===== src/rtl/inst_fetch_unit_pkg.sv =====
// -----------------------------------------------------------------------------
// inst_fetch_unit_pkg
// Shared definitions for the instruction fetch stage: address/data widths,
// reset PC, PC increment, prefetch depth and the fetch entry record that is
// stored in the prefetch FIFO.
// No ports (package).
// -----------------------------------------------------------------------------
package inst_fetch_unit_pkg;

    localparam int PC_WIDTH        = 16;
    localparam int INST_WIDTH      = 32;
    localparam int IMEM_ADDR_WIDTH = 6;
    localparam int FIFO_DEPTH      = 4;

    localparam logic [PC_WIDTH-1:0] RESET_PC = 16'h0000;
    localparam logic [PC_WIDTH-1:0] PC_INCR  = 16'd4;

    // One prefetched instruction together with the PC it was fetched from.
    typedef struct packed {
        logic [PC_WIDTH-1:0]   pc;
        logic [INST_WIDTH-1:0] inst;
    } fetch_entry_t;

    // Instructions are word aligned; the two low PC bits are dropped.
    function automatic logic [PC_WIDTH-1:0] align_pc(input logic [PC_WIDTH-1:0] pc);
        return {pc[PC_WIDTH-1:2], 2'b00};
    endfunction

endpackage


===== src/rtl/inst_fetch_unit_fetch_fifo.sv =====
// -----------------------------------------------------------------------------
// inst_fetch_unit_fetch_fifo
// Small synchronous FIFO holding prefetched instructions.
//   clk, rst_n : clock, asynchronous active-low reset
//   push/wdata : write one entry
//   pop        : remove the head entry (caller only pops when non-empty)
//   flush      : drop every entry; wins over push and pop
//   head       : head entry (meaningful only when not empty)
//   count      : number of stored entries, 0..DEPTH
//   empty      : count == 0
// -----------------------------------------------------------------------------
module inst_fetch_unit_fetch_fifo #(
    parameter int WIDTH = 48,
    parameter int DEPTH = 4
) (
    input  logic                     clk,
    input  logic                     rst_n,
    input  logic                     push,
    input  logic                     pop,
    input  logic                     flush,
    input  logic [WIDTH-1:0]         wdata,
    output logic [WIDTH-1:0]         head,
    output logic [$clog2(DEPTH):0]   count,
    output logic                     empty
);

    localparam int AW = $clog2(DEPTH);
    localparam logic [AW:0] DEPTH_C = (AW+1)'(DEPTH);

    logic [WIDTH-1:0] mem [DEPTH];
    logic [AW-1:0]    wr_ptr;
    logic [AW-1:0]    rd_ptr;
    logic             full;

    assign empty = (count == '0);
    assign full  = (count == DEPTH_C);
    assign head  = mem[rd_ptr];

    always_ff @(posedge clk or negedge rst_n) begin
        if (!rst_n) begin
            wr_ptr <= '0;
            rd_ptr <= '0;
            count  <= '0;
        end else if (flush) begin
            wr_ptr <= '0;
            rd_ptr <= '0;
            count  <= '0;
        end else begin
            if (push) wr_ptr <= wr_ptr + 1'b1;
            if (pop)  rd_ptr <= rd_ptr + 1'b1;
            case ({push, pop})
                2'b10:   count <= count + 1'b1;
                2'b01:   count <= count - 1'b1;
                default: count <= count;
            endcase
        end
    end

    // Storage needs no reset: the pointers and count define what is valid.
    always_ff @(posedge clk) begin
        if (push && !flush) mem[wr_ptr] <= wdata;
    end

    // The fetch credit rule keeps a response from ever arriving to a full buffer.
    a_no_push_when_full: assert property (@(posedge clk) disable iff (!rst_n) !(push && full));

endmodule


===== src/rtl/inst_fetch_unit.sv =====
// -----------------------------------------------------------------------------
// inst_fetch_unit
// Fetch stage: owns the PC, issues reads to a 1-cycle-latency synchronous
// instruction memory, buffers {pc, inst} in a prefetch FIFO and hands them to
// decode over a valid/ready handshake. Branch/jump redirect flushes everything.
//
// Ports:
//   clk, rst_n      : clock, asynchronous active-low reset
//   lock            : fetch enable (0 = no new memory reads)
//   imem_rd_en      : memory read strobe (combinational)
//   imem_addr       : registered word address of the current fetch PC
//   imem_rdata      : read data, valid the cycle after imem_rd_en
//   redirect_valid  : taken branch/jump; flush and restart at redirect_pc
//   redirect_pc     : new fetch target (low two bits ignored)
//   inst_valid/data/pc, inst_ready : instruction output handshake
//
// Handshake: an instruction transfers on a cycle where inst_valid & inst_ready
// are both high; while inst_valid is high and inst_ready low, inst_data and
// inst_pc hold steady. inst_valid never depends on inst_ready.
//
// Build option FETCH_BYPASS_EN: when defined, a response arriving while the
// FIFO is empty is presented combinationally the same cycle (and only pushed
// if not accepted). When undefined, every response goes through the FIFO.
// -----------------------------------------------------------------------------
module inst_fetch_unit
    import inst_fetch_unit_pkg::*;
(
    input  logic                       clk,
    input  logic                       rst_n,
    input  logic                       lock,
    output logic                       imem_rd_en,
    output logic [IMEM_ADDR_WIDTH-1:0] imem_addr,
    input  logic [INST_WIDTH-1:0]      imem_rdata,
    input  logic                       redirect_valid,
    input  logic [PC_WIDTH-1:0]        redirect_pc,
    output logic                       inst_valid,
    output logic [INST_WIDTH-1:0]      inst_data,
    output logic [PC_WIDTH-1:0]        inst_pc,
    input  logic                       inst_ready
);

    localparam int CW = $clog2(FIFO_DEPTH) + 1;

    logic [PC_WIDTH-1:0] fetch_pc;
    logic [PC_WIDTH-1:0] fetch_pc_nxt;
    logic [PC_WIDTH-1:0] tag_pc;
    logic                inflight;
    logic                issue;
    logic                kill;
    logic                resp_valid;
    logic                push;
    logic                pop;
    logic                fifo_empty;
    logic [CW-1:0]       count;
    logic [CW:0]         occupancy;
    fetch_entry_t        resp_entry;
    fetch_entry_t        head_entry;

    // Credit: buffered entries plus the one possibly in flight must leave room.
    assign occupancy  = {1'b0, count} + {{CW{1'b0}}, inflight};
    assign issue      = rst_n & lock & ~redirect_valid & (occupancy < (CW+1)'(FIFO_DEPTH));
    assign imem_rd_en = issue;

    always_comb begin
        fetch_pc_nxt = fetch_pc;
        if (redirect_valid) begin
            fetch_pc_nxt = align_pc(redirect_pc);
        end else if (issue) begin
            fetch_pc_nxt = fetch_pc + PC_INCR;
        end
    end

    // imem_addr is registered from the next PC so it always equals the word
    // address of fetch_pc in the cycle a read is issued.
    always_ff @(posedge clk or negedge rst_n) begin
        if (!rst_n) begin
            fetch_pc  <= RESET_PC;
            imem_addr <= RESET_PC[IMEM_ADDR_WIDTH+1:2];
            tag_pc    <= '0;
            inflight  <= 1'b0;
        end else begin
            fetch_pc  <= fetch_pc_nxt;
            imem_addr <= fetch_pc_nxt[IMEM_ADDR_WIDTH+1:2];
            inflight  <= issue;
            if (issue) tag_pc <= fetch_pc;
        end
    end

    // A redirect in the response cycle discards the returning word; there is
    // never an issue in a redirect cycle, so nothing older can still arrive.
    assign kill       = redirect_valid;
    assign resp_valid = inflight & ~kill;
    assign resp_entry = '{pc: tag_pc, inst: imem_rdata};

`ifdef FETCH_BYPASS_EN
    logic bypass;
    assign bypass     = fifo_empty & resp_valid;
    assign inst_valid = ~fifo_empty | bypass;
    assign push       = resp_valid & ~(bypass & inst_ready);
    assign pop        = ~fifo_empty & inst_ready;

    always_comb begin
        inst_data = '0;
        inst_pc   = '0;
        if (!fifo_empty) begin
            inst_data = head_entry.inst;
            inst_pc   = head_entry.pc;
        end else if (bypass) begin
            inst_data = resp_entry.inst;
            inst_pc   = resp_entry.pc;
        end
    end
`else
    assign inst_valid = ~fifo_empty;
    assign push       = resp_valid;
    assign pop        = inst_valid & inst_ready;

    // Zero the outputs when empty so stale storage is never visible.
    always_comb begin
        inst_data = '0;
        inst_pc   = '0;
        if (!fifo_empty) begin
            inst_data = head_entry.inst;
            inst_pc   = head_entry.pc;
        end
    end
`endif

    inst_fetch_unit_fetch_fifo #(
        .WIDTH ($bits(fetch_entry_t)),
        .DEPTH (FIFO_DEPTH)
    ) u_fetch_fifo (
        .clk   (clk),
        .rst_n (rst_n),
        .push  (push),
        .pop   (pop),
        .flush (redirect_valid),
        .wdata (resp_entry),
        .head  (head_entry),
        .count (count),
        .empty (fifo_empty)
    );

endmodule


===== config.mk =====
export PLATFORM = sky130hd
export DESIGN_NAME = inst_fetch_unit
export DESIGN_NICKNAME = d
export VERILOG_FILES = /design/src/rtl/inst_fetch_unit_pkg.sv /design/src/rtl/inst_fetch_unit_fetch_fifo.sv /design/src/rtl/inst_fetch_unit.sv
export SDC_FILE = /design/constraint.sdc
export NUM_CORES = 1
export LEC_CHECK = 0
export ABC_AREA = 1
export CAP_MARGIN = 20
export CORE_MARGIN = 5
export CORE_UTILIZATION = 56
export CTS_CLUSTER_SIZE = 25
export DETAILED_ROUTE_END_ITERATION = 7
export PLACE_DENSITY = 0.92
export SYNTH_ARGS = -nofsm -noshare
export SYNTH_HDL_FRONTEND = slang
export SYNTH_SLANG_ARGS = --single-unit

===== constraint.sdc =====
create_clock -name clk -period 3.6 [get_ports clk]
set_input_delay 0.36 -clock clk [delete_from_list [all_inputs] [get_ports clk]]
set_output_delay 0.36 -clock clk [all_outputs]
set_load 0.1 [all_outputs]

==> results_tabular.tex <==
\begin{tabular}{lr}
\hline
Metric & Value \\
\hline
\multicolumn{2}{l}{\textbf{Worst setup path}} \\
\quad Worst EP arrival & 2.87 ns \\
\quad Category of the worst setup path capture point & output port \\
\quad Register-to-Register Path Depth & 3 \\
\quad WP data required & $\sim$3.2 ns \\
\quad Critical path start-end classification & flop to output port \\
\quad Startpoint types & flop \\
\quad Maximum fanout encountered on the critical timing path & 48 \\
\multicolumn{2}{l}{\textbf{CTS}} \\
\quad Setup repair bufs after CTS & 0 \\
\quad Clk root buf & clkbuf\_16 \\
\quad Clock slew at reported path FFs & 0.06 ns \\
\quad Hold-fix buffer count after cts & 0 \\
\quad Clock insertion delay at the later pin of the skew report & 0.49 ns \\
\quad CTS HTree Levels & 1 \\
\quad Longest Clk Path Bufs & 3 \\
\quad Number of sinks on the clock net & 220 \\
\quad Total CTS buffers & 22 \\
\quad Number of instances resized during post-cts repair & 0 \\
\quad TritonCTS clock tree & yes \\
\multicolumn{2}{l}{\textbf{Floorplan}} \\
\quad Die X & 137.5 um \\
\quad Die outline area & 18920 um2 \\
\quad Std-Cell Core Area & 15940 um2 \\
\quad Boundary pin count & between 100 and 150 \\
\quad Initial core utilization & 57.14\% \\
\quad Chip Height & 137.5 um \\
\quad Floorplan row count & 46 \\
\multicolumn{2}{l}{\textbf{Detailed routing}} \\
\quad Met3 routed WL & about 1800 um \\
\quad Met2 Routed Length & roughly 11000 um \\
\quad Top layer used by detailed routing & met4 \\
\quad DRC violation count after routing & 0 \\
\quad Via density per instance & 5.619 \\
\quad DRC violation total after the first TritonRoute iteration & 574 \\
\quad M1 WL & approximately 7800 um \\
\quad Final routed wirelength across all metal layers & 21050 um \\
\quad Total via count after detailed routing & $\sim$6400 \\
\quad Detailed-router iteration count before antenna repair & 7 \\
\quad Final ANT Viol Nets & 0 \\
\quad Avg WL per Cell & 18.54 um \\
\multicolumn{2}{l}{\textbf{STA}} \\
\quad Time the worst path needs with I/O delays and setup & roughly 3.2 ns \\
\quad Setup repair after global routing missed its margin & false \\
\quad Number of setup violations in the final report & 0 \\
\quad Max frequency & 0.3098 GHz \\
\quad Setup tns final & 0 ns \\
\quad Setup WS post-layout & 0.3722 ns \\
\quad Ratio of final minimum period to clock period & 89.66\% \\
\quad Final clock skew & 0.01230 ns \\
\quad Fin. max-slew vios & 0 \\
\quad Least-Margin Pin Slew & 0.9919 ns \\
\quad Final hold vios & 0 \\
\quad Rel. slew slack & between 30\% and 40\% \\
\multicolumn{2}{l}{\textbf{Yosys}} \\
\quad Dominant cell type by area after synthesis & edfxtp\_1 \\
\quad Distinct cell type count after synthesis & 28 \\
\quad Mapped Cells & $\sim$800 \\
\quad Dominant register cell in the synthesized netlist & edfxtp\_1 \\
\quad Register area share after synthesis & 70.54\% \\
\quad FFs w/ async S/R, synth & 16.36\% \\
\quad Top area cells in the synthesized netlist & edfxtp\_1 61\%, dfrtp\_1 9.9\%, nor2\_1 8.4\%, o21ai\_1 4.6\%, nand2\_1 3.8\% \\
\quad Synthesis warning total & 0 \\
\quad Proportion of netlist area held by the largest area contributor & 60.65\% \\
\quad Post-synth EDFFs & approximately 180 \\
\quad Synth Cell Area & around 9000 um2 \\
\quad Synthesized area per cell & 11.21 um2 \\
\quad Number of storage elements in the synthesis netlist & 220 \\
\multicolumn{2}{l}{\textbf{Global route}} \\
\quad GRT Residual Overflow & 0 \\
\quad Tot GR Track Use & 22.37\% \\
\quad First-pass GRT wire length & 32750 um \\
\quad Vias in the first global route & 6508 \\
\quad Number of antenna violations at the first check in global routing & 0 \\
\quad Pin count of the biggest net entering global routing & 94 \\
\multicolumn{2}{l}{\textbf{Run}} \\
\quad Number of max-cap violations & 0 \\
\multicolumn{2}{l}{\textbf{Outcome}} \\
\quad Outcome & completed \\
\multicolumn{2}{l}{\textbf{Final layout}} \\
\quad Most common cell after layout, fill and taps aside & nor2\_1 \\
\quad FILL cells & 994 \\
\quad Number of nets in the layout & 963 \\
\quad Total inserted antenna cells & 0 \\
\quad Final design area excluding fillers & 11480 um2 \\
\quad End-of-flow core utilization & between 70\% and 80\% \\
\quad Count of non-filler cells in the finished layout & 1135 \\
\quad Fraction of final layout cells sized beyond drive strength 1 & 11.53\% \\
\quad Area growth from synthesis to layout & 26.03\% \\
\quad Leading cell types in the layout, fill and taps excluded & 201 x nor2\_1, 184 x edfxtp\_1, 92 x nand2\_1, 84 x o21ai\_1, 57 x clkdlybuf4s50\_1 \\
\multicolumn{2}{l}{\textbf{Placed design}} \\
\quad IO buf count & between 100 and 150 \\
\quad Placed cell areas & 10730 um2 \\
\quad Weighted congestion reported at the end of routability-driven placement & roughly 0.81 \\
\quad DP Cell Count & 1096 \\
\quad Setup WS pre-CTS & roughly 0.60 ns \\
\quad Placed wire-length estimate & 11590 um \\
\multicolumn{2}{l}{\textbf{Power}} \\
\quad Maximum resistive drop on vdd & around 0.32 mV \\
\quad Power per unit of standard cell area & 549.6 nW/um2 \\
\quad Static leakage & roughly 0.0043 uW \\
\multicolumn{2}{l}{\textbf{Min path}} \\
\quad Min-Delay Path Class & input port to async pin \\
\hline
\end{tabular}
-- metal layers --
layer  track usage (%)  up-vias
met2             42.03      338
met1             27.17     3057
li1                  -     2952
met4             5.211        0
met3             3.141       31
met5                 0        -
-- cell families (layout without fill, tap and decap cells) --
kind of cell	Yosys count	in the layout	synth area share, %
compound gates	169	169	9.463
other cells	1	2	0.04116
simple gates	324	324	13.91
xor+xnor	4	4	0.3846
buf+inv	89	194	4.752
flops	220	220	70.54
fa+ha+maj	6	6	0.9065
-- state kept, by name, indices dropped and copies added (netlist names) --
register             count
fetch_pc                14
inflight                 1
tag_pc                  14
u_fetch_fifo.count       3
u_fetch_fifo.mem       184
u_fetch_fifo.rd_ptr      2
u_fetch_fifo.wr_ptr      2
-- Yosys cell counts, types with 3 or more instances --
master and count:
edfxtp_1 184, xor2_1 3, dfrtp_1 36, o211ai_1 5, buf_2 18, a21oi_1 49
clkbuf_1 5, nand4_1 3, nand2_1 92, inv_1 34, nand3_1 18, buf_4 18
o21ai_0 30, nor2_1 205, ha_1 5, buf_1 6, o21ai_1 84, inv_2 6
-- worst paths after layout --
| path | start | endpoint | slack, ns |
|---|---|---|---|
| max reg2reg | u_fetch_fifo.rd_ptr[1] | u_fetch_fifo.rd_ptr[1] | 1.56 |
| min reg2reg | tag_pc[11] | u_fetch_fifo.mem[3][43] | 0.51 |
| min | rst_n | fetch_pc[13] | 0.39 |
| max in group asynchronous | rst_n | u_fetch_fifo.rd_ptr[1] | 2.84 |
| max | u_fetch_fifo.rd_ptr[1] | inst_pc[2] | 0.37 |
| min in group clk | redirect_pc[2] | fetch_pc[2] | 0.42 |
-- critical path, cell delays in order (launching register included) --
cell and delay (ns):
dfrtp_4 0.84, inv_2 0.58, nor2_1 0.23, o21ai_1 0.09
a21oi_1 0.38, buf_12 0.23
-- layout make-up --
| cell class | instances | area (um2) | area share, % |
|---|---|---|---|
| Clock buffer | 28 | 594.3 | 5.177 |
| Clock inverter | 11 | 156.4 | 1.362 |
| Inverter | 40 | 150.1 | 1.308 |
| Multi-Input combinational cell | 505 | 2285 | 19.90 |
| Sequential cell | 220 | 6431 | 56.02 |
| Tap cell | 216 | 270.3 | 2.354 |
| Timing Repair Buffer | 115 | 1594 | 13.88 |
-- stage by stage --
step | hold WS [ns] | total power, uW
floorplan | 0.06441 | 3614
global placement | 0.4926 | 3948
detailed placement | 0.5057 | 3979
CTS | 0.4117 | 6330
global route | 0.4389 | 6504
finish | 0.3943 | 6310
-- where the power goes --
| part | internal, uW | switching [uW] | leakage (uW) |
|---|---|---|---|
| combinational | 309 | 701 | 0.00178 |
| sequential | 2860 | 73.2 | 0.00212 |
| clock | 1460 | 916 | 0.000366 |
| total | 4620 | 1690 | 0.00426 |
Note: power is estimated with default switching activity, not from simulation.
